<file path="config.mk">
export PLATFORM = sky130hd
export DESIGN_NAME = ec_result_collector
export DESIGN_NICKNAME = d
export VERILOG_FILES = /design/src/rtl/ec_result_pkg.sv /design/src/rtl/ec_result_fifo.sv /design/src/rtl/ec_result_collector.sv
export SDC_FILE = /design/constraint.sdc
export NUM_CORES = 1
export LEC_CHECK = 0
export BUFFER_PORTS_ARGS = -buffer_cell sky130_fd_sc_hd__buf_2
export CORE_ASPECT_RATIO = 1.2
export CORE_MARGIN = 2
export CORE_UTILIZATION = 49
export CTS_CLUSTER_DIAMETER = 200
export DETAILED_ROUTE_END_ITERATION = 10
export PLACE_DENSITY = 0.68
export SYNTH_ARGS = -nofsm -noshare
export SYNTH_HDL_FRONTEND = slang
export SYNTH_HIERARCHICAL = 1
export SYNTH_SLANG_ARGS = --single-unit
</file>
<file path="constraint.sdc">
create_clock -name s_clk -period 8.83 [get_ports s_clk]
set_input_delay 0.4415 -clock s_clk [delete_from_list [all_inputs] [get_ports s_clk]]
set_output_delay 0.4415 -clock s_clk [all_outputs]
set_load 0.05 [all_outputs]
</file>
<file path="src/rtl/ec_result_pkg.sv">
// Shared types for the result collector: error codes, FSM states, and the
// result payload, plus the sign-magnitude conversion and error encoding helpers.
package ec_result_pkg;

  localparam int unsigned RESULT_W = 65;

  typedef enum logic [1:0] {
    ERR_NONE   = 2'd0,
    ERR_COR    = 2'd1,
    ERR_NONCOR = 2'd2,
    ERR_MAL    = 2'd3
  } err_code_e;

  typedef enum logic [1:0] {
    StIdle,
    StRun,
    StDrain,
    StDone
  } state_e;

  // Result payload; batch/index tags are appended by the collector because
  // their widths follow its parameters.
  typedef struct packed {
    logic [RESULT_W-1:0] result;
    err_code_e           err_code;
  } res_entry_t;

  // -0 negates to 0, so negative zero normalises without a special case.
  function automatic logic [RESULT_W-1:0] sm_to_twos(input logic                sign,
                                                     input logic [RESULT_W-2:0] mag);
    logic [RESULT_W-1:0] ext;
    ext = {1'b0, mag};
    return sign ? -ext : ext;
  endfunction

  // Malfunction outranks non-correctable, which outranks corrected.
  function automatic err_code_e encode_err(input logic cor, input logic non_cor,
                                           input logic mal);
    if (mal) return ERR_MAL;
    if (non_cor) return ERR_NONCOR;
    if (cor) return ERR_COR;
    return ERR_NONE;
  endfunction

endpackage

</file>
<file path="src/rtl/ec_result_fifo.sv">
// Synchronous shift-register FIFO. Entry 0 is the head, so the output is taken
// straight from a flop. A push into a full FIFO succeeds when a pop happens in
// the same cycle.
module ec_result_fifo #(
  parameter int unsigned Width = 8,
  parameter int unsigned Depth = 8
) (
  input  logic                       clk_i,
  input  logic                       rst_ni,
  input  logic                       push_i,
  input  logic [Width-1:0]           data_i,
  input  logic                       pop_i,
  output logic                       valid_o,
  output logic [Width-1:0]           data_o,
  output logic                       full_o,
  output logic                       empty_o,
  output logic [$clog2(Depth):0]     used_o
);

  localparam int unsigned UsedW = $clog2(Depth) + 1;

  logic [Width-1:0] mem_q [Depth];
  logic [Width-1:0] mem_d [Depth];
  logic [UsedW-1:0] used_q, used_d;
  logic [UsedW-1:0] wr_idx;
  logic             do_pop, do_push;

  assign empty_o = (used_q == '0);
  assign full_o  = (used_q == UsedW'(Depth));
  assign do_pop  = pop_i & ~empty_o;
  assign do_push = push_i & (~full_o | do_pop);
  // A simultaneous pop shifts everything down one slot before the write lands.
  assign wr_idx  = do_pop ? used_q - UsedW'(1) : used_q;

  assign valid_o = ~empty_o;
  assign data_o  = mem_q[0];
  assign used_o  = used_q;

  // Next storage contents: shift on pop, then write the incoming entry at the tail.
  always_comb begin
    mem_d = mem_q;
    if (do_pop) begin
      for (int unsigned i = 0; i < Depth - 1; i++) begin
        mem_d[i] = mem_q[i+1];
      end
    end
    if (do_push) begin
      for (int unsigned i = 0; i < Depth; i++) begin
        if (UsedW'(i) == wr_idx) mem_d[i] = data_i;
      end
    end
    used_d = used_q + UsedW'(do_push) - UsedW'(do_pop);
  end

  // Storage and occupancy registers; reset discards all contents.
  always_ff @(posedge clk_i or negedge rst_ni) begin
    if (!rst_ni) begin
      for (int unsigned i = 0; i < Depth; i++) mem_q[i] <= '0;
      used_q <= '0;
    end else begin
      mem_q  <= mem_d;
      used_q <= used_d;
    end
  end

endmodule

</file>
<file path="src/rtl/ec_result_collector.sv">
// Collects results from the error-correcting product-sum engine: converts them
// to two's complement, tags them with batch/index and error code, buffers them,
// and keeps saturating error statistics and run-completion status.
module ec_result_collector
  import ec_result_pkg::*;
#(
  parameter int unsigned NUM_PRODS   = 64,
  parameter int unsigned NUM_BATCHES = 7,
  parameter int unsigned FIFO_DEPTH  = 8,
  parameter int unsigned CNT_W       = 16
) (
  input  logic                           s_clk,
  input  logic                           reset_n,
  input  logic                           datavalid_in,
  input  logic                           sign_in,
  input  logic [15:0]                    bin_in_1_,
  input  logic [15:0]                    bin_in_2_,
  input  logic [15:0]                    bin_in_3_,
  input  logic [15:0]                    bin_in_4_,
  input  logic                           cor_error_in,
  input  logic                           non_cor_error_in,
  input  logic                           mal_error_in,
  input  logic                           done_in,
  input  logic                           clr_stats,
  output logic                           out_valid,
  input  logic                           out_ready,
  output logic [RESULT_W-1:0]            result_out,
  output logic [1:0]                     err_code_out,
  output logic [$clog2(NUM_BATCHES)-1:0] batch_out,
  output logic [$clog2(NUM_PRODS)-1:0]   index_out,
  output logic [CNT_W-1:0]               cor_cnt,
  output logic [CNT_W-1:0]               non_cor_cnt,
  output logic [CNT_W-1:0]               mal_cnt,
  output logic                           overflow,
  output logic                           batch_done,
  output logic                           all_done,
  output logic [$clog2(FIFO_DEPTH):0]    fifo_used
);

  localparam int unsigned BatchW = $clog2(NUM_BATCHES);
  localparam int unsigned IndexW = $clog2(NUM_PRODS);
  localparam int unsigned EntryW = $bits(res_entry_t) + BatchW + IndexW;

  logic [IndexW-1:0] index_q, index_d, index_tag;
  logic [BatchW-1:0] batch_q, batch_d, batch_tag;
  logic [CNT_W-1:0]  cor_q, cor_d, non_cor_q, non_cor_d, mal_q, mal_d;
  logic              ovf_q, ovf_d, bdone_q, bdone_d;
  state_e            state_q, state_d;

  err_code_e         code;
  res_entry_t        new_entry, head_entry;
  logic [EntryW-1:0] fifo_din, fifo_dout;
  logic              fifo_full, fifo_empty, pop;

  assign code      = encode_err(cor_error_in, non_cor_error_in, mal_error_in);
  assign pop       = out_valid & out_ready;
  // A clear coinciding with a strobe still pushes the entry, tagged as the first of a run.
  assign index_tag = clr_stats ? '0 : index_q;
  assign batch_tag = clr_stats ? '0 : batch_q;

  // Build the buffered entry from the current strobe.
  always_comb begin
    new_entry.result   = sm_to_twos(sign_in, {bin_in_4_, bin_in_3_, bin_in_2_, bin_in_1_});
    new_entry.err_code = code;
    fifo_din           = {new_entry, batch_tag, index_tag};
  end

  ec_result_fifo #(
    .Width (EntryW),
    .Depth (FIFO_DEPTH)
  ) u_fifo (
    .clk_i   (s_clk),
    .rst_ni  (reset_n),
    .push_i  (datavalid_in),
    .data_i  (fifo_din),
    .pop_i   (pop),
    .valid_o (out_valid),
    .data_o  (fifo_dout),
    .full_o  (fifo_full),
    .empty_o (fifo_empty),
    .used_o  (fifo_used)
  );

  assign {head_entry, batch_out, index_out} = fifo_dout;
  assign result_out   = head_entry.result;
  assign err_code_out = head_entry.err_code;

  // Statistics and tag counters; they advance on every strobe, dropped or not.
  always_comb begin
    index_d   = index_q;
    batch_d   = batch_q;
    cor_d     = cor_q;
    non_cor_d = non_cor_q;
    mal_d     = mal_q;
    ovf_d     = ovf_q;
    bdone_d   = 1'b0;
    if (clr_stats) begin
      index_d   = '0;
      batch_d   = '0;
      cor_d     = '0;
      non_cor_d = '0;
      mal_d     = '0;
      ovf_d     = 1'b0;
    end else if (datavalid_in) begin
      if (index_q == IndexW'(NUM_PRODS - 1)) begin
        index_d = '0;
        bdone_d = 1'b1;
        batch_d = (batch_q == BatchW'(NUM_BATCHES - 1)) ? '0 : batch_q + BatchW'(1);
      end else begin
        index_d = index_q + IndexW'(1);
      end
      unique case (code)
        ERR_NONE:   ;
        ERR_COR:    if (cor_q != '1) cor_d = cor_q + CNT_W'(1);
        ERR_NONCOR: if (non_cor_q != '1) non_cor_d = non_cor_q + CNT_W'(1);
        ERR_MAL:    if (mal_q != '1) mal_d = mal_q + CNT_W'(1);
      endcase
      if (fifo_full && !pop) ovf_d = 1'b1;
    end
  end

  // Statistics registers.
  always_ff @(posedge s_clk or negedge reset_n) begin
    if (!reset_n) begin
      index_q   <= '0;
      batch_q   <= '0;
      cor_q     <= '0;
      non_cor_q <= '0;
      mal_q     <= '0;
      ovf_q     <= 1'b0;
      bdone_q   <= 1'b0;
    end else begin
      index_q   <= index_d;
      batch_q   <= batch_d;
      cor_q     <= cor_d;
      non_cor_q <= non_cor_d;
      mal_q     <= mal_d;
      ovf_q     <= ovf_d;
      bdone_q   <= bdone_d;
    end
  end

  assign cor_cnt     = cor_q;
  assign non_cor_cnt = non_cor_q;
  assign mal_cnt     = mal_q;
  assign overflow    = ovf_q;
  assign batch_done  = bdone_q;

  // Run-state register.
  always_ff @(posedge s_clk or negedge reset_n) begin
    if (!reset_n) state_q <= StIdle;
    else          state_q <= state_d;
  end

  // Run-state transitions; DRAIN completes only once nothing is buffered or arriving.
  always_comb begin
    state_d = state_q;
    if (clr_stats) begin
      state_d = StIdle;
    end else begin
      unique case (state_q)
        StIdle:  if (done_in) state_d = StDrain;
                 else if (datavalid_in) state_d = StRun;
        StRun:   if (done_in) state_d = StDrain;
        StDrain: if (fifo_empty && !datavalid_in) state_d = StDone;
        StDone:  if (datavalid_in) state_d = StRun;
      endcase
    end
  end

  // Completion status for the host.
  always_comb begin
    all_done = (state_q == StDone);
  end

endmodule

</file>
# Yosys cells after proc, flatten, opt, wreduce, memory -nomap -nowiden
# Cells that the tools add are included.
# W data, S select, Z words.
[totals] reg_bits=673 latch_bits=0 ramBits=0 rom_bits=0 inputBits=74 output_inout_bits=132 wordCells=133 n_memories=0
[classes] n_addsub=9 multipliers=0 div=0 n_lt_le_gt_ge=0 n_eq_ne=21 shift=0 mux=57 bitwise_logic=6 reduce_logical=23
[ops] cell="$mux W608" count=1
[ops] cell="$mux W76" count=8
[ops] cell="$mux W532" count=1
[ops] cell="$mux W16" count=12
[ops] cell="$mux W65" count=1
[ops] cell="$neg A64 Y65" count=1
[ops] cell="$add A16 B1 Y16 const B" count=3
[ops] cell="$ne A16 B16 Y1 const B" count=3
[ops] cell="$mux W6" count=4
[ops] cell="$mux W2" count=11
[ops] cell="$reduce_bool A2 Y1" count=9
[ops] cell="$eq A3 B4 Y1 const A" count=4
[ops] cell="$mux W3" count=5
[ops] cell="$mux W1" count=12
[ops] cell="$reduce_and A3 Y1" count=3
[ops] cell="$eq A2 B2 Y1 const B" count=4
[ops] cell="$eq A2 B4 Y1 const A" count=2
[ops] cell="$logic_not A4 Y1" count=2
[ops] cell="$pmux W2 S4" count=1
[ops] cell="$reduce_and A2 Y1" count=4
[ops] cell="$add A6 B1 Y6 const B" count=1
[ops] cell="$eq A6 B6 Y1 const B" count=1
[ops] cell="$ne A3 B3 Y1 const B" count=2
[ops] cell="$add A4 B1 Y4" count=1
[ops] cell="14 further kinds" count=20

# Logic depth before layout (Yosys ltp)
# Gate-level depths: netlist (run 1).
[logic_depth] word_depth=11 ltp_mapped=17 ltp_nobuf=13

# Cells and area by module
# The synthesis (run 1) kept the hierarchy.
[by_module_without_submodules] module="ec_result_fifo" instances=1 cells_each=2003 area_per_inst_um2=29704.7 seq_area_each_um2=15314.7
[by_module_without_submodules] module="ec_result_collector" instances=1 cells_each=560 area_per_inst_um2=4768.3 seq_area_each_um2=1526.5

# Worst setup path after synthesis (run 1)
# OpenSTA, ideal clock, no wires.
[synth_timing] path_type="register -> register" from="reg u_fifo.used_q[2], in the netlist u_fifo/used_o[2]" to="reg u_fifo.used_q[1], in the netlist u_fifo/used_o[1]" setup_ns=0.136 arrival_time_ns=3.578 required_time_ns=8.694 setup_slack_ns=5.117 stages_incl_launch_ff=15 path_buffers=4 synth_period_minus_slack_ns=3.713 path_cell_list="dfrtp_1 > inv_1 > ha_1 > nand2_1 > nand2_1 > inv_1 > a21boi_2 > buf_6 > buf_2 > buf_2 > buf_1 > nand2b_1 > o21ai_0 > ha_1 > fa_1"
[synth_between] elab_chain_len=8 word_cells_on_any_way=10 cone_classes="add/sub: 2; eq/ne: 1; bitwise: 6; reduce/logical: 1"
[synth_lines] item="start, declared" line_no="ec_result_fifo.sv:24" source="logic [UsedW-1:0] used_q, used_d;"
[synth_lines] item="start signal, assigned" line_no="ec_result_fifo.sv:62" source="used_q <= used_d;"
[synth_lines] item="$logic_not A4 Y1 (*)" line_no="ec_result_fifo.sv:28" source="assign empty_o = (used_q == '0);"
[synth_lines] item="$not A1 Y1 (*)" line_no="ec_result_fifo.sv:35" source="assign valid_o = ~empty_o;"
[synth_lines] item="net out_valid" line_no="ec_result_collector.sv:25" source="output logic out_valid,"
[synth_lines] item="$and A1 B1 Y1 (*)" line_no="ec_result_collector.sv:56" source="assign pop = out_valid & out_ready;"
[synth_lines] item="net pop" line_no="ec_result_collector.sv:53" source="logic fifo_full, fifo_empty, pop;"
[synth_lines] item="$and A1 B1 Y1 (*)" line_no="ec_result_fifo.sv:30" source="assign do_pop = pop_i & ~empty_o;"
[synth_lines] item="$or A1 B1 Y1" line_no="ec_result_fifo.sv:31" source="assign do_push = push_i & (~full_o | do_pop);"
[synth_lines] item="$and A1 B1 Y1" line_no="ec_result_fifo.sv:31"
[synth_lines] item="$add A4 B1 Y4" line_no="ec_result_fifo.sv:52" source="used_d = used_q + UsedW'(do_push) - UsedW'(do_pop);"
[synth_lines] item="$sub A4 B1 Y4 (*)" line_no="ec_result_fifo.sv:52"
[synth_lines] item="net u_fifo.used_d[1]" line_no="ec_result_fifo.sv:24"
# Mark *: on every way through the listed nets, which the timed path passes. The rest lies on a longest branch.
# A chain may end at the register's enable or synchronous reset.

==> impl_metrics.ini, run 1 <==
[yosys]
ys_ff_latch = 673
ys_types = 62
synthArstFlopShare = 1.000
synth-seq-area-share = 0.4885
netlist_instances = 2563
yosys_warnings = 6
syn_area_per_cell_um2 = 13.45
netlist_area_um2 = 34470
synth_edf_count = 0
synth_nets = 2651
synth_flop_cell = dfrtp_1

[route]
ant_nets = 0
drt_drc_violations_left = 0
dr_total_vias = 20160
first_pass_iters = 5
via_per_inst = 5.594
wl_per_cell_um = 20.53
dr.first_iter.drc_count = 955
routed_wl_um = 73980

[global_routing]
track_usage = 0.2076
grt_pass1_wl_um = 119600
grt_overflow = 0
antenna_found_initial = 1
grt_pass1_vias = 21780
grt_max_degree = 211

[clocking]
cts_resized = 0
cts_htree_levels = 3
cts_made_buffers = 71
cts_tree = yes
clock_latency_ns = 0.60
cts.path.max_buffers = 3
root_buffer = clkbuf_16
cts_hold_buffers = 1
cts.clk_slew.worst_paths_ns = 0.06
post-cts-setup-buffer-count = 0
clock_sinks = 673

[place]
portBuffers = 205
hpwl_um = 44990
gp_congestion = 0.8449
place_inst = 3481

[finish]
layout.cells.non_filler = 3603
fill_cells = 5750
diodes = 0
syn2layout_area_growth_pct = 10.13
regArea_um2 = 16840
drive_gt1_frac = 0.4797
multi_input_area_um2 = 16420
nets = 2725
utilization = 0.5452

[critical_path]
critical_path_required_ns = 9.30
critical_path_arrival_ns = 5.72
max_stage_delay_ns = 0.81
r2r_end = u_fifo/mem_q[499]$_DFF_PN0_
reg2reg_slack_ns = 3.58
crit-reg2reg-launch = u_fifo/used_o[2]$_DFF_PN0_
cp-end-kind = flip-flop
path_delay_family = buffers and inverters
reg2reg_depth = 12
crit_path_max_fanout = 210
criticalPathCategory = flip-flop to flip-flop
cp_slowest_cell = xnor2_2
critPathBufInv = 4
start_kind = flip-flop
crit_chain = inv_1 > ha_1 > nand2_1 > nand2_1 > inv_1 > a21boi_4 > buf_12 > nand3_1 > xnor2_2 > nand3_4 > buf_4 > mux2_1

[power_and_ir_drop]
power_density_nw_per_um2 = 335.6
leakage_nw = 16.86
finalPower_mw = 12.74
peakVddDrop_mv = 0.1620

[status]
status = complete, no violations

[die]
rows = 106
io_pins = 206
start_util = 0.4951
dieWidth_um = 246.1
die_area_um2 = 72500
fp.dieH_um = 294.6
coreArea_um2 = 69630

[timing]
fmax_ghz = 0.1904
finalCritPeriodShare = 0.5948
tns_ns = 0
fin_skew_ns = 0.01656
slew_violations = 0
setup_viol = 0
rsz0062_at_grt = false
tightest_slew_ns = 1.264
final.min_clock_period_ns = 5.252
hold_viol_final = 0
slew_headroom = 0.1483

[run]
drv_cap = 0

[min_path]
min_to = state_q[0]$_DFFE_PN0P_
worstHoldStart = done_in
hold_class = input pin to flip-flop
whs_path_depth = 3
-- worst max-delay path by stage --
stage	start	endpoint	slack, ns	depth (start not counted)
floorplan	u_fifo/used_o[2]$_DFF_PN0_	u_fifo/used_o[1]$_DFF_PN0_	5.12	14
global placement	u_fifo/used_o[0]$_DFF_PN0_	u_fifo/mem_q[510]$_DFF_PN0_	3.65	12
detailed placement	u_fifo/used_o[2]$_DFF_PN0_	u_fifo/mem_q[510]$_DFF_PN0_	3.50	12
CTS	u_fifo/used_o[2]$_DFF_PN0_	u_fifo/mem_q[499]$_DFF_PN0_	3.50	12
global route	u_fifo/used_o[1]$_DFF_PN0_	u_fifo/mem_q[500]$_DFF_PN0_	3.17	12
finish	u_fifo/used_o[2]$_DFF_PN0_	u_fifo/mem_q[499]$_DFF_PN0_	3.58	12
-- cell usage after synthesis (all sizes together) (19+ instances only) --
master | instances | area, um^2
xnor2 | 102 | 908.4
nor4 | 19 | 137.6
nand3 | 32 | 165.2
clkbuf | 48 | 180.2
nand4 | 19 | 118.9
nor2 | 65 | 244.0
mux2 | 1141 | 12850
nand2 | 40 | 150.1
nor3 | 21 | 110.1
o31ai | 24 | 190.2
buf | 177 | 1097
o21ai | 26 | 130.1
dfrtp | 673 | 16840
-- kinds of logic (layout without fill, tap and decap cells) --
logic type / count (synthesis) / count (layout) / synth area share
flops: 673 / 673 / 0.4885
buf+inv: 242 / 364 / 0.03891
compound gates: 105 / 105 / 0.02181
mux: 1144 / 1144 / 0.3737
fa+ha+maj: 14 / 14 / 0.005299
simple gates: 275 / 275 / 0.04337
xor+xnor: 110 / 110 / 0.02838
-- metrics by stage --
| stage | area, um^2 | setup WS, ns | hold slack [ns] |
|---|---|---|---|
| 2_1_floorplan | 34470 | 5.117 | 0.1459 |
| 6_report | 37960 | 3.578 | 0.1410 |
| 3_3_place_gp | 35710 | 3.653 | 0.4673 |
| 5_1_grt | 37960 | 3.173 | 0.1254 |
| 3_5_place_dp | 35710 | 3.501 | 0.4766 |
| 4_1_cts | 37960 | 3.498 | 0.1052 |
-- flip-flops by register name, indices dropped and copies added (netlist names) --
signal,cells
cor_cnt,16
state_q,2
index_q,6
u_fifo/data_o,76
overflow,1
u_fifo/used_o,4
u_fifo/mem_q,532
batch_done,1
mal_cnt,16
non_cor_cnt,16
batch_q,3
-- final cells by class --
class	instances	share of cell area
clock buffers	108	0.05718
inverters	17	0.001681
clock inverters	13	0.002010
repair buffers	226	0.03283
multi-input cells	1648	0.4324
flip-flops and latches	673	0.4436
well taps	918	0.03026
-- placed cells by master, fill, tap and decap left out, types with 6 or more instances in the layout --
master,Yosys,routed
nand3_4,0,8
clkbuf_8,0,17
xnor2_1,100,100
or3_1,13,13
a21oi_1,18,18
buf_2,40,204
buf_4,88,16
clkbuf_1,48,16
nor2_1,65,65
o21ai_0,18,18
nor2b_1,12,12
o41ai_1,10,10
clkbuf_16,0,75
o31ai_1,22,22
nand4_1,19,19
dfrtp_1,673,673
nand2_1,40,40
nand3_1,31,23
a211oi_1,11,11
ha_1,13,13
nor4_1,16,13
nor3_1,20,20
mux2_1,217,217
o21ai_1,8,8
inv_1,17,17
mux2_2,923,923
xor2_1,8,8
or4_1,12,12
nor4_2,3,6
clkinv_2,0,10
-- where the power goes --
group	switching (mW)	internal, mW
logic	2.25	2.64
registers	0.611	4.37
clock network	1.19	1.69
-- per-layer routing --
metal / wire, um / GRT usage / up-vias
met5: 0 / 0 / -
met4: 2032 / 0.06755 / 0
met3: 3084 / 0.03952 / 110
met2: 37560 / 0.3646 / 317
met1: 31310 / 0.2558 / 10380
li1: - / - / 9352
-- worst reg2reg max path, delay by kind of cell, from the launching register on --
| kind | cells | cell delay, ns |
|---|---|---|
| XOR/XNOR | 1 | 0.81 |
| adder cells (fa/ha/maj) | 1 | 0.29 |
| buffers and inverters | 4 | 1.69 |
| AND/OR/NAND/NOR | 4 | 1.33 |
| AO/OA/AOI/OAI | 1 | 0.20 |
| multiplexers | 1 | 0.45 |
| flip-flops | 1 | 0.38 |
(Power assumes the default switching activity.)
==> run 2, diff against run 1 <==
--- a/config.mk
+++ b/config.mk
@@ -11,7 +11,7 @@
 export CORE_UTILIZATION = 49
 export CTS_CLUSTER_DIAMETER = 200
 export DETAILED_ROUTE_END_ITERATION = 10
-export PLACE_DENSITY = 0.68
+export PLACE_DENSITY = 0.71
 export SYNTH_ARGS = -nofsm -noshare
 export SYNTH_HDL_FRONTEND = slang
 export SYNTH_HIERARCHICAL = 1
==> constraint.sdc (replaced) <==
create_clock -name s_clk -period 4.25 [get_ports s_clk]
set_input_delay 0.2125 -clock s_clk [delete_from_list [all_inputs] [get_ports s_clk]]
set_output_delay 0.2125 -clock s_clk [all_outputs]
set_load 0.05 [all_outputs]
==> run 2 against run 1 <==
Effect of this change: fmax is 38% higher; sequential share of layout area down 0.59 points; count of clock-buffer cells in the layout increased by 8; critical endpoint is now u_fifo/mem_q[364]$_DFF_PN0_; largest cell class unchanged.
==> impl_metrics.ini, run 2 (synthesis gave the netlist of run 1 again) <==
[die]
io_pins = 206
die_area_um2 = 72500
fp.dieH_um = 294.6
coreArea_um2 = 69630
rows = 106
start_util = 0.4951
dieWidth_um = 246.1

[timing]
fmax_ghz = 0.2636
rsz0062_at_grt = false
layout_setup_ws_ns = 0.4563
slew_headroom = 0.1629
slew_violations = 0
finalCritPeriodShare = 0.8926
final.min_clock_period_ns = 3.794
hold_viol_final = 0
setup_viol = 0
tns_ns = 0
tightest_slew_ns = 1.245
fin_skew_ns = 0.01324

[place]
portBuffers = 205
preCtsSetupSlack_ns = 0.4081
gp_congestion = 0.8676
placed_area_um2 = 36110
hpwl_um = 47730

[min_path]
whs_path_depth = 2
worstHoldStart = bin_in_1_[0]
hold_class = input pin to flip-flop

[global_routing]
grt_pass1_vias = 21910
grt_overflow = 0
grt_max_degree = 204
grt_pass1_wl_um = 120500
track_usage = 0.2094
antenna_found_initial = 0

[clocking]
cts_htree_levels = 3
root_buffer = clkbuf_16
clock_latency_ns = 0.60
clock_sinks = 673
cts_tree = yes
cts_made_buffers = 72
cts.path.max_buffers = 3
cts_resized = 0
cts.clk_slew.worst_paths_ns = 0.06

[route]
ant_nets = 0
first_pass_iters = 4
wl_per_cell_um = 20.49
routed_wl_um = 74590
drt_drc_violations_left = 0
dr_total_vias = 20290
via_per_inst = 5.575
dr.first_iter.drc_count = 777

[critical_path]
reg2reg_depth = 11
crit_start = u_fifo/used_o[2]$_DFF_PN0_
criticalPathCategory = flip-flop to flip-flop
critical_path_arrival_ns = 4.27
cp-end-kind = flip-flop
crit_path_max_fanout = 24
crit-reg2reg-launch = u_fifo/used_o[2]$_DFF_PN0_
critical_path_required_ns = 4.72
start_kind = flip-flop

[finish]
final_area_um2 = 38480
largest-register = u_fifo/mem_q
nets = 2756
drive_gt1_frac = 0.4840
final_cell_mix = 923 x mux2_2, 673 x dfrtp_1, 217 x mux2_1, 204 x buf_2, 100 x xnor2_1
layout_commonest_cell = mux2_2
largest_reg_flops = 532
fill_cells = 5634
utilization = 0.5526
syn2layout_area_growth_pct = 11.62

[power_and_ir_drop]
leakage_nw = 17.12
finalPower_mw = 26.82
peakVddDrop_mv = 0.3293
power_density_nw_per_um2 = 697.0

[run]
drv_cap = 0

[status]
status = complete, no violations
-- run 2: cell count changes in the layout (fill, tap and decap cells not counted), sizes merged --
cell and delta:
clkbuf +8, dlygate4sd3 +3, diode +1, inv -2
buf +27
-- run 2: worst max-delay path, stage by stage (launching register included) --
cell,delay (ns)
dfrtp_1,0.39
inv_1,0.14
ha_1,0.30
nand2_1,0.15
nand2_1,0.10
inv_1,0.10
a21boi_4,0.31
nand3_1,0.17
xnor2_2,0.57
nand3_4,0.64
buf_4,0.44
mux2_1,0.34
-- run 2: path summary, 6_finish.rpt --
check	slack (ns)	end
max in group asynchronous	2.66	u_fifo/mem_q[70]$_DFFE_PN0P_
worst min-delay path	0.11	u_fifo/mem_q[239]$_DFF_PN0_
worst max register to register	0.46	u_fifo/mem_q[364]$_DFF_PN0_
worst min register to register	0.48	u_fifo/mem_q[63]$_DFFE_PN0P_
min in group asynchronous	0.23	u_fifo/mem_q[399]$_DFF_PN0_
worst max-delay path	0.46	u_fifo/mem_q[364]$_DFF_PN0_
-- run 2: timing repair --
item | 4_1_cts | 5_1_grt
hold buffers | 4 | 0
buffers inserted | 0 | 0
hold endpoints to repair | 93 | 0
endpoints found under the setup margin | 0 | 0
-- run 2: final cells by class --
class	instances	area [um^2]	area share
Multi-Input combinational cell	1648	16420	0.4267
Antenna cell	1	2.502	0.00006503
Inverter	17	63.81	0.001658
Clock inverter	11	73.82	0.001919
Clock buffer	116	2252	0.05853
Tap cell	918	1149	0.02985
Timing Repair Buffer	256	1679	0.04364
Sequential cell	673	16840	0.4377
-- run 2: metrics by stage --
stage                     cells  hold WS (ns)
after global placement     3508        0.3069
after global routing       3639        0.1170
after CTS                  3639       0.06636
final                      3640        0.1054
after floorplan            2563      -0.08309
after detailed placement   3508        0.3103
-- run 2: per-layer routing --
| layer | track usage | routed length (um) | vias to the layer above |
|---|---|---|---|
| met2 | 0.3689 | 38200 | 310 |
| met4 | 0.06992 | 1980 | 0 |
| li1 | - | - | 9428 |
| met1 | 0.2581 | 31420 | 10450 |
| met3 | 0.03733 | 2985 | 103 |
| met5 | 0 | 0 | - |
-- run 2: report_power, final --
group,internal (mW),switching [mW]
sequential,9.07,1.27
clock,3.62,2.49
combinational,5.59,4.77
total,18.3,8.53
==> run 3, diff against run 2 <==
--- a/config.mk
+++ b/config.mk
@@ -5,8 +5,9 @@
 export SDC_FILE = /design/constraint.sdc
 export NUM_CORES = 1
 export LEC_CHECK = 0
+export ABC_AREA = 1
 export BUFFER_PORTS_ARGS = -buffer_cell sky130_fd_sc_hd__buf_2
-export CORE_ASPECT_RATIO = 1.2
+export CORE_ASPECT_RATIO = 1.5
 export CORE_MARGIN = 2
 export CORE_UTILIZATION = 49
 export CTS_CLUSTER_DIAMETER = 200
==> run 3 against run 2 <==
Effect of this change: non-clock buffer count fell by 3; die area rose by 7.9%; register-to-register slack improved by 0.03 ns; clock skew rose by 0.0036 ns; critical path depth rose by 3; hold slack got worse by 0.044 ns; count of clock-buffer cells in the layout fell by 21; sequential cell count did not move; synthesized cell count rose by 120%; via count rose by 66%; total power fell by 6.3%; clock power rose by 4.3%; largest cell class is now multi-input gates.
==> impl_metrics.ini, run 3 <==
[status]
status = complete, no violations

[die]
die_area_um2 = 78230
rows = 123
fp.dieH_um = 341.6
io_pins = 206
dieWidth_um = 229.0
coreArea_um2 = 75100
start_util = 0.4957

[finish]
layout_commonest_cell = nand2_1
regArea_um2 = 16840
nets = 5498
multi_input_area_um2 = 17610
fill_cells = 7372
drive_gt1_frac = 0.07618
largest_reg_flops = 532
syn2layout_area_growth_pct = 7.811
final_cell_mix = 3463 x nand2_1, 673 x dfrtp_1, 415 x nand3_1, 204 x buf_2, 184 x nor2_1
layout.cells.non_filler = 6474
final_area_um2 = 40130
largest-register = u_fifo/mem_q

[critical_path]
cp-end-kind = flip-flop
path_common_cell = nand2_1
crit-reg2reg-launch = u_fifo/used_o[1]$_DFF_PN0_
r2r_end = u_fifo/mem_q[286]$_DFF_PN0_
reg2reg_depth = 14
crit_chain = inv_1 > ha_1 > nand2_2 > nand2_1 > inv_1 > nand2_8 > inv_8 > nand2_1 > nand2_1 > nand2_1 > nor2_1 > nand2_4 > nand2_1 > nand2_1
start_kind = flip-flop
reg2reg_slack_ns = 0.48
crit_path_max_fanout = 76
max_stage_delay_ns = 0.80
critical_path_required_ns = 4.75
critical_path_arrival_ns = 4.27
criticalPathCategory = flip-flop to flip-flop
cp_slowest_cell = nand2_4

[yosys]
synth_nets = 5629
netlist_instances = 5541
yosys_warnings = 6
syn_area_per_cell_um2 = 6.718
synth_top_area_share = 0.4524
synth_area_leaders = dfrtp_1 45%, nand2_1 35%, nand3_1 5.6%, buf_2 2.8%, buf_4 2.1%
synth_most_common_cell = nand2_1
synth_flop_cell = dfrtp_1
synth_edf_count = 0
synth-seq-area-share = 0.4524
ys_ff_latch = 673
synth_common_cells = 3468 x nand2_1, 673 x dfrtp_1, 415 x nand3_1
ys_types = 44
synthArstFlopShare = 1.000
netlist_area_um2 = 37220
yosysTopAreaCell = dfrtp_1

[min_path]
hold_class = input pin to flip-flop
worstHoldStart = mal_error_in
min_to = non_cor_cnt[12]$_DFFE_PN0P_
whs_path_depth = 6

[timing]
slew_headroom = 0.1949
slew_violations = 0
hold_viol_final = 0
final.min_clock_period_ns = 3.767
layout_setup_ws_ns = 0.4832
finalCritPeriodShare = 0.8863
fin_skew_ns = 0.01679
tightest_slew_ns = 1.195
tns_ns = 0
fmax_ghz = 0.2655
setup_viol = 0
rsz0062_at_grt = false

[place]
preCtsSetupSlack_ns = 0.5306
place_inst = 6334
placed_area_um2 = 37720
hpwl_um = 64090
gp_congestion = 0.9576
portBuffers = 205

[route]
dr.first_iter.drc_count = 3596
via_per_inst = 5.217
drt_drc_violations_left = 0
ant_nets = 0
routed_wl_um = 107900
wl_per_cell_um = 16.66
first_pass_iters = 7
dr_total_vias = 33780

[global_routing]
grt_max_degree = 207
track_usage = 0.2757
grt_pass1_wl_um = 175100
antenna_found_initial = 20
grt_pass1_vias = 32170
grt_overflow = 0

[power_and_ir_drop]
peakVddDrop_mv = 0.8285
finalPower_mw = 25.12
power_density_nw_per_um2 = 625.9
leakage_nw = 23.00

[clocking]
cts_made_buffers = 69
clock_latency_ns = 0.63
cts_resized = 0
cts_htree_levels = 3
clock_sinks = 673
cts.path.max_buffers = 3
cts_hold_buffers = 5
root_buffer = clkbuf_16
post-cts-setup-buffer-count = 0
cts_tree = yes
cts.clk_slew.worst_paths_ns = 0.06

[run]
drv_cap = 0
## run 3: cell types whose count changed in the layout (fill, tap and decap cells not counted), moves of 24 or more
cell,delta
o21ai_0,+32
mux2_2,-923
nand2_1,+3423
xor2_1,+24
inv_1,+83
nor2_1,+119
xnor2_1,-81
mux2_1,-217
nand3_1,+392
## run 3: through the flow
step / utilization / hold WS (ns)
finish: 0.5344 / 0.06122
global route: 0.5343 / 0.07768
CTS: 0.5339 / 0.03634
detailed placement: 0.5022 / 0.3568
global placement: 0.5022 / 0.3588
floorplan: - / -0.08309
## run 3: power by group
group	switching, mW	leakage [nW]	internal, mW	total [mW]
Clock	2.64	1.16	3.73	6.37
Sequential	1.12	8.93	8.45	9.57
Combinational	6.63	12.9	2.54	9.18
Total	10.4	23.0	14.7	25.1
## run 3: final cells by class
cell class                 instances  share of cell area
multi-input combinational       4305              0.4387
sequential                       673              0.4196
clock buffer                      95             0.05001
timing repair buffer             253             0.04134
tap                             1000             0.03118
inverter                         108             0.01029
clock inverter                    27            0.008044
antenna                           13           0.0008106
## run 3: critical path, delay by kind of cell, from the launching register on
family                     cells  cell delay [ns]
adders and majority gates      1             0.26
buffers and inverters          3             0.57
DFF                            1             0.39
and+or+nand+nor               10             2.37
## run 3: metal layers
metal / vias to the layer above / track usage / wire length [um]
met4: 14 / 0.1285 / 4283
met3: 238 / 0.04383 / 6830
li1: 16590 / - / -
met5: - / 0 / 86
met2: 1108 / 0.4561 / 51720
met1: 15830 / 0.3557 / 44940
## run 3: worst max path at each step
stage                             endpoint                       start  slack (ns)
6_report       u_fifo/mem_q[286]$_DFF_PN0_  u_fifo/used_o[1]$_DFF_PN0_        0.48
5_1_grt        u_fifo/mem_q[212]$_DFF_PN0_  u_fifo/used_o[1]$_DFF_PN0_        0.13
4_1_cts        u_fifo/mem_q[243]$_DFF_PN0_  u_fifo/used_o[1]$_DFF_PN0_        0.51
3_5_place_dp   u_fifo/mem_q[243]$_DFF_PN0_  u_fifo/used_o[1]$_DFF_PN0_        0.53
3_3_place_gp   u_fifo/mem_q[237]$_DFF_PN0_  u_fifo/used_o[1]$_DFF_PN0_        0.69
2_1_floorplan   u_fifo/used_o[1]$_DFF_PN0_  u_fifo/used_o[1]$_DFF_PN0_        0.79
## run 3: kinds of logic (layout without fill, tap and decap cells)
group                    after synthesis  in the layout  share of synthesized area
AO/OA/AOI/OAI                         92             92                    0.01519
adder cells (fa/ha/maj)               14             14                   0.004908
other                                  0             13                          0
flip-flops                           673            673                     0.4524
multiplexers                           1              1                  0.0002689
AND/OR/NAND/NOR                     4147           4147                     0.4379
buffers and inverters                563            483                    0.07727
XOR/XNOR                              51             51                    0.01200
